$ cat config.mk
export PLATFORM = sky130hd
export DESIGN_NAME = hippo_replay_scheduler
export DESIGN_NICKNAME = d
export VERILOG_FILES = /design/src/rtl/hippo_pkg.sv /design/src/rtl/replay_frame_mux.sv /design/src/rtl/hippo_replay_scheduler.sv
export SDC_FILE = /design/constraint.sdc
export NUM_CORES = 1
export LEC_CHECK = 0
export BUFFER_PORTS_ARGS = -buffer_cell sky130_fd_sc_hd__buf_4
export CELL_PAD_IN_SITES_DETAIL_PLACEMENT = 1
export CELL_PAD_IN_SITES_GLOBAL_PLACEMENT = 1
export CORE_ASPECT_RATIO = 1.5
export CORE_MARGIN = 8
export CORE_UTILIZATION = 37
export CTS_CLUSTER_DIAMETER = 200
export DETAILED_ROUTE_END_ITERATION = 16
export PLACE_DENSITY_LB_ADDON = 0.1
export RECOVER_POWER = 50
export SLEW_MARGIN = 20
export SYNTH_ARGS = -nofsm -noshare
export SYNTH_HDL_FRONTEND = slang
export SYNTH_SLANG_ARGS = --single-unit
$ cat constraint.sdc
create_clock -name clk -period 5.6 [get_ports clk]
set_input_delay 1.12 -clock clk [delete_from_list [all_inputs] [get_ports clk]]
set_output_delay 1.12 -clock clk [all_outputs]
set_load 0.005 [all_outputs]
$ cat src/rtl/hippo_pkg.sv
// Shared definitions for the hippocampal replay path.
// Holds the default network geometry, the replay scheduler state encoding and
// the per-frame activity vector type (one bit per neuron, input layer in LSBs).
package hippo_pkg;

  localparam int unsigned HippoNeuronsL1  = 6;
  localparam int unsigned HippoNeuronsL2  = 8;
  localparam int unsigned HippoNeuronsL3  = 2;
  localparam int unsigned HippoNumNeurons = HippoNeuronsL1 + HippoNeuronsL2 + HippoNeuronsL3;
  localparam int unsigned HippoBufferSize = 16;
  localparam int unsigned HippoNHist      = 10;

  typedef enum logic [2:0] {
    StIdle,
    StStart,
    StSkipChk,
    StDrive,
    StGap,
    StDone
  } replay_state_t;

  typedef logic [HippoNumNeurons-1:0] frame_vec_t;

endpackage

$ cat src/rtl/replay_frame_mux.sv
// Combinational frame selector for replay.
// Picks history frame frame_sel out of the three snapshot buses, concatenates it
// as {out, hippo, in} and expands every active neuron bit into an I_REPLAY word.
//   in_snap / hippo_snap / out_snap : packed histories, frame k at [(k+1)*W-1 -: W]
//   frame_sel                       : frame index to select
//   frame_vec                       : selected activity bits (input layer in LSBs)
//   words                           : per-neuron current, neuron n at [(n+1)*BUFFER_SIZE-1 -: BUFFER_SIZE]
module replay_frame_mux
  import hippo_pkg::*;
#(
  parameter int unsigned NEURONS_L1  = HippoNeuronsL1,
  parameter int unsigned NEURONS_L2  = HippoNeuronsL2,
  parameter int unsigned NEURONS_L3  = HippoNeuronsL3,
  parameter int unsigned NUM_NEURONS = NEURONS_L1 + NEURONS_L2 + NEURONS_L3,
  parameter int unsigned BUFFER_SIZE = HippoBufferSize,
  parameter int unsigned N_HIST      = HippoNHist,
  parameter logic [BUFFER_SIZE-1:0] I_REPLAY = 16'h0800
) (
  input  logic [N_HIST*NEURONS_L1-1:0]         in_snap,
  input  logic [N_HIST*NEURONS_L2-1:0]         hippo_snap,
  input  logic [N_HIST*NEURONS_L3-1:0]         out_snap,
  input  logic [$clog2(N_HIST)-1:0]            frame_sel,
  output logic [NUM_NEURONS-1:0]               frame_vec,
  output logic [NUM_NEURONS*BUFFER_SIZE-1:0]   words
);

  localparam int unsigned FW = $clog2(N_HIST);

  always_comb begin
    frame_vec = '0;
    for (int f = 0; f < N_HIST; f++) begin
      if (frame_sel == FW'(f)) begin
        frame_vec = {out_snap[f*NEURONS_L3 +: NEURONS_L3],
                     hippo_snap[f*NEURONS_L2 +: NEURONS_L2],
                     in_snap[f*NEURONS_L1 +: NEURONS_L1]};
      end
    end
  end

  always_comb begin
    words = '0;
    for (int n = 0; n < NUM_NEURONS; n++) begin
      words[n*BUFFER_SIZE +: BUFFER_SIZE] = frame_vec[n] ? I_REPLAY : '0;
    end
  end

endmodule

$ cat src/rtl/hippo_replay_scheduler.sv
// Replay-phase sequencer for the three-layer hippocampal network.
// On a rising edge of break_i the spike histories and the reward flag are
// snapshotted; a rewarded trial replays the frames oldest-first as current
// injection, each non-empty frame followed by a membrane-rest gap, N_REPEAT times.
//   clk, reset (sync, active-low)
//   break_i, rewarded, in_hst, hippo_hst, out_hst : trial controller / history inputs
//   iin_replay          : per-neuron replay current
//   learning_rest       : rest gap indicator
//   start_replay_phase  : STDP replay enable
//   finish_replay_phase : one-cycle completion pulse
//   busy, frame_idx     : status
module hippo_replay_scheduler
  import hippo_pkg::*;
#(
  parameter int unsigned NEURONS_L1  = HippoNeuronsL1,
  parameter int unsigned NEURONS_L2  = HippoNeuronsL2,
  parameter int unsigned NEURONS_L3  = HippoNeuronsL3,
  parameter int unsigned NUM_NEURONS = NEURONS_L1 + NEURONS_L2 + NEURONS_L3,
  parameter int unsigned BUFFER_SIZE = HippoBufferSize,
  parameter int unsigned N_HIST      = HippoNHist,
  parameter logic [BUFFER_SIZE-1:0] I_REPLAY = 16'h0800,
  parameter int unsigned DWELL       = 10,
  parameter int unsigned REST        = 5,
  parameter int unsigned N_REPEAT    = 3
) (
  input  logic                               clk,
  input  logic                               reset,
  input  logic                               break_i,
  input  logic                               rewarded,
  input  logic [N_HIST*NEURONS_L1-1:0]       in_hst,
  input  logic [N_HIST*NEURONS_L2-1:0]       hippo_hst,
  input  logic [N_HIST*NEURONS_L3-1:0]       out_hst,
  output logic [NUM_NEURONS*BUFFER_SIZE-1:0] iin_replay,
  output logic                               learning_rest,
  output logic                               start_replay_phase,
  output logic                               finish_replay_phase,
  output logic                               busy,
  output logic [$clog2(N_HIST)-1:0]          frame_idx
);

  localparam int unsigned FW     = $clog2(N_HIST);
  localparam int unsigned MaxCyc = (DWELL > REST) ? DWELL : REST;
  localparam int unsigned CW     = (MaxCyc > 1) ? $clog2(MaxCyc) : 1;
  localparam int unsigned PW     = $clog2(N_REPEAT + 1);
  localparam int unsigned WW     = NUM_NEURONS * BUFFER_SIZE;

  replay_state_t state_q, state_d;
  logic [CW-1:0] cnt_q, cnt_d;
  logic [FW-1:0] frame_q, frame_d;
  logic [PW-1:0] pass_q, pass_d, pass_inc;
  logic          break_q, rew_q, rew_d;
  logic          trig, snap_load, advance, qual;
  logic          rest_q, rest_d;
  logic [WW-1:0] iin_q, iin_d;

  logic [N_HIST*NEURONS_L1-1:0] in_snap_q;
  logic [N_HIST*NEURONS_L2-1:0] hippo_snap_q;
  logic [N_HIST*NEURONS_L3-1:0] out_snap_q;

  logic [NUM_NEURONS-1:0] frame_vec;
  logic [WW-1:0]          frame_words;

  replay_frame_mux #(
    .NEURONS_L1  (NEURONS_L1),
    .NEURONS_L2  (NEURONS_L2),
    .NEURONS_L3  (NEURONS_L3),
    .NUM_NEURONS (NUM_NEURONS),
    .BUFFER_SIZE (BUFFER_SIZE),
    .N_HIST      (N_HIST),
    .I_REPLAY    (I_REPLAY)
  ) u_frame_mux (
    .in_snap    (in_snap_q),
    .hippo_snap (hippo_snap_q),
    .out_snap   (out_snap_q),
    .frame_sel  (frame_q),
    .frame_vec  (frame_vec),
    .words      (frame_words)
  );

  assign trig     = break_i & ~break_q;
  assign pass_inc = pass_q + PW'(1);

  always_comb begin
    state_d   = state_q;
    cnt_d     = cnt_q;
    frame_d   = frame_q;
    pass_d    = pass_q;
    rew_d     = rew_q;
    snap_load = 1'b0;
    advance   = 1'b0;

    unique case (state_q)
      StIdle: begin
        if (trig) begin
          snap_load = 1'b1;
          rew_d     = rewarded;
          frame_d   = FW'(N_HIST - 1);
          pass_d    = '0;
          state_d   = rewarded ? StStart : StDone;
        end
      end
      StStart: state_d = rew_q ? StSkipChk : StDone;
      StSkipChk: begin
        if (frame_vec == '0) begin
          advance = 1'b1;
        end else begin
          cnt_d   = CW'(DWELL - 1);
          state_d = StDrive;
        end
      end
      StDrive: begin
        if (cnt_q == '0) begin
          cnt_d   = CW'(REST - 1);
          state_d = StGap;
        end else begin
          cnt_d = cnt_q - CW'(1);
        end
      end
      StGap: begin
        if (cnt_q == '0) begin
          advance = 1'b1;
        end else begin
          cnt_d = cnt_q - CW'(1);
        end
      end
      StDone:  state_d = StIdle;
      default: state_d = StIdle;
    endcase

    // Oldest-to-newest walk; a completed pass reloads the oldest frame.
    if (advance) begin
      if (frame_q != '0) begin
        frame_d = frame_q - FW'(1);
        state_d = StSkipChk;
      end else begin
        pass_d  = pass_inc;
        frame_d = FW'(N_HIST - 1);
        state_d = (pass_inc == PW'(N_REPEAT)) ? StDone : StSkipChk;
      end
    end

    // Trial resumed mid-replay: abandon without a finish pulse.
    if (!break_i && (state_q != StIdle) && (state_q != StDone)) begin
      state_d = StIdle;
    end

    // Registered outputs follow the state being entered so they line up with it.
    iin_d  = (state_d == StDrive) ? frame_words : '0;
    rest_d = (state_d == StGap);
  end

  always_ff @(posedge clk) begin
    if (!reset) begin
      state_q      <= StIdle;
      cnt_q        <= '0;
      frame_q      <= '0;
      pass_q       <= '0;
      break_q      <= 1'b0;
      rew_q        <= 1'b0;
      rest_q       <= 1'b0;
      iin_q        <= '0;
      in_snap_q    <= '0;
      hippo_snap_q <= '0;
      out_snap_q   <= '0;
    end else begin
      state_q <= state_d;
      cnt_q   <= cnt_d;
      frame_q <= frame_d;
      pass_q  <= pass_d;
      break_q <= break_i;
      rew_q   <= rew_d;
      rest_q  <= rest_d;
      iin_q   <= iin_d;
      if (snap_load) begin
        in_snap_q    <= in_hst;
        hippo_snap_q <= hippo_hst;
        out_snap_q   <= out_hst;
      end
    end
  end

  // Outputs drop in the same cycle break_i falls; DONE still finishes cleanly.
  assign qual                = break_i | (state_q == StDone);
  assign busy                = qual & (state_q != StIdle);
  assign start_replay_phase  = qual & ((state_q == StStart) | (state_q == StSkipChk) |
                                       (state_q == StDrive) | (state_q == StGap));
  assign finish_replay_phase = (state_q == StDone);
  assign learning_rest       = qual & rest_q;
  assign iin_replay          = qual ? iin_q : '0;
  assign frame_idx           = busy ? frame_q : '0;

endmodule

==> results.txt <==
Area contributors post-synth - dfxtp_1 (36%), buf_4 (17%), nand2_1 (12%)
Setup TNS - 0 ns
Peak supply drop - 0.300 mV
Drt first pass iters - 4
Slew @ Worst Pin - 2.45 ns
Die height - 224 µm
Max Cap Viol - 2
CTS clk-pin slew, worst paths - 0.07 ns
CP startpoint kind - primary input
Failing checks - max-capacitance violations, max-slew violations
Worst min-delay path class - reg2reg
Period utilization - 80.3%
Layout cells sized above 1 - 16.9%
Synth Cell Area - 0.0107 mm²
Gate count of the mapped netlist - 1371
Area Overhead vs Synth - 10.9%
Largest net degree at the start of global routing - 164
Critical path fanouts, max - 61
Period minus WS final - 4.50 ns
Vias in the first global route - 9547
Layout Cells excl Fill - 1860
Final ANT Viol Nets - 0
Initial antenna violation count - 0
List of most frequent post-synthesis cells - nand2_1 (351), buf_4 (246), a21oi_1 (192), dfxtp_1 (192), clkbuf_1 (63)
WP data arrival - 4.87 ns
Clk root buf - clkbuf_16
Register area share after synthesis - 36.0%
Die area - 0.0347 mm²
Htree depth - 4
Clock Latency Late Sink - 0.44 ns
Max Freq - 222 MHz
FFs w/ async S/R, synth - 0%
Pleak - 4.87 nW
RSZ-0062 raised after global routing - no
# hold bufs at CTS - 0
DR WL/cell - 19.1 µm
Vias/cell - 4.83
Clk_skew - 0.00808 ns
Register bit total from synthesis - 192
Global-route usage over all layers - 19.8%
Yosys top cell area share - 36.0%
Final hold vios - 0
Final Wtd Congestion - 0.842
Via count - 8991
Post-synth EDFFs - 0
Width of the die - 155 µm
Dpl hpwl - 27.4 mm
Grt ovf - 0
Longest Clk Path Bufs - 2
Sinks on Clock Net - 192
Total Wirelength - 35.6 mm
Initial core utilization - 37.4%
Nets - 1662
Crit end category - flip-flop
Final setup fails - 0
PD cells - 403 mW/mm²
N_diodes - 0
IO Pins - 428
Syn_area_per_cell - 7.79 µm²
CTS tree - done
Detailed-route DRC error count - 0
Req. time, crit path - 5.97 ns
Cell variety after synth - 77
FP Rows - 76
Post-CTS Setup Bufs - 0
# resized after CTS - 0
Relative slew slack - -63.6%
Yosys warns - 0
Core area - 0.0285 mm²
Top_reg_cell synth - dfxtp_1
Outcome - complete, but fails checks
Setup CP Type - in2reg
Dpl cells - 1828
Initial detailed-routing violation count - 430
Slew Limit Fails - 127
I/O Buffers - 187
First-pass GRT wire length - 53.5 mm
Cell with the most instances after synthesis - nand2_1
Num CTS Buffers - 17
Synth area leader - dfxtp_1
==> sequential cells by signal, summed over array words and instances, names as in the netlist <==
register      flops
state_q           3
rew_q             1
in_snap_q        60
out_snap_q       20
rest_q            1
iin_q            16
pass_q            2
cnt_q             4
hippo_snap_q     80
frame_q           4
break_q           1
==> power by group <==
part           switching, mW  leakage (nW)  internal (mW)  total, mW
Clock                  0.531         0.266          0.634       1.16
Sequential             0.260          1.57           1.60       1.86
Combinational           1.12          3.03          0.631       1.75
Total                   1.91          4.87           2.87       4.78
==> cell usage in the layout, fill, tap and decap left out, drive strengths merged, types with 17 or more instances in the layout <==
cell type / n
nor2b: 23
nor3: 17
clkbuf: 25
nor2: 24
a21oi: 193
nand2: 351
dfxtp: 192
o21ai: 26
buf: 193
mux2i: 30
conb: 240
==> logic make-up after synthesis <==
family                   count (synthesis)  share of synthesized area [%]
AND/OR/NAND/NOR                        481                           19.6
buffers and inverters                  343                           21.2
AO/OA/AOI/OAI                          300                           17.0
other                                    1                         0.0351
adder cells (fa/ha/maj)                  2                          0.234
multiplexers                            50                           5.76
flip-flops                             192                           36.0
XOR/XNOR                                 2                          0.164
==> final timing paths <==
check | from | to | slack (ns) | cells past startpoint
worst max-delay path | reset | out_snap_q[9]$_SDFFE_PN0P_ | 1.10 | 4
worst min-delay path | hippo_snap_q[46]$_SDFFE_PN0P_ | hippo_snap_q[46]$_SDFFE_PN0P_ | 0.46 | 2
worst max register to register | state_q[0]$_SDFF_PN0_ | in_snap_q[44]$_SDFFE_PN0P_ | 1.43 | 4
worst min register to register | hippo_snap_q[46]$_SDFFE_PN0P_ | hippo_snap_q[46]$_SDFFE_PN0P_ | 0.46 | 2
==> routing by layer <==
layer / wire, µm / GRT usage, % / up-vias
met5: 0 / 0 / -
met4: 705 / 6.53 / 0
met3: 2080 / 4.46 / 34
met2: 19200 / 37.7 / 290
met1: 13600 / 21.0 / 4300
li1: - / - / 4367
==> stage by stage <==
stage	hold slack, ns	total power [mW]	cell area, µm²	util [%]	worst slack, ns
after detailed placement	0.448	3.64	11300	39.6	1.76
after CTS	0.457	4.81	11900	41.6	1.73
after global placement	0.442	3.61	11300	39.6	1.83
final	0.455	4.78	11800	41.5	1.10
after floorplan	0.431	3.17	11600	-	2.67
after global routing	0.473	5.07	11800	41.5	0.721
==> worst max-delay path, cell delays in order <==
cell and delay (ns):
clkbuf_1 0.64, clkinvlp_2 1.90, buf_4 0.92, a21oi_1 0.21
==> cell type report <==
type | instances | area (µm²)
repair buffers | 196 | 1480
clock inverters | 10 | 86.3
multi-input cells | 1075 | 5480
inverters | 14 | 53.8
well taps | 351 | 439
flip-flops and latches | 192 | 3850
fillers | 3602 | 16700
clock buffers | 22 | 464
Power figures use the tool's default switching activity.
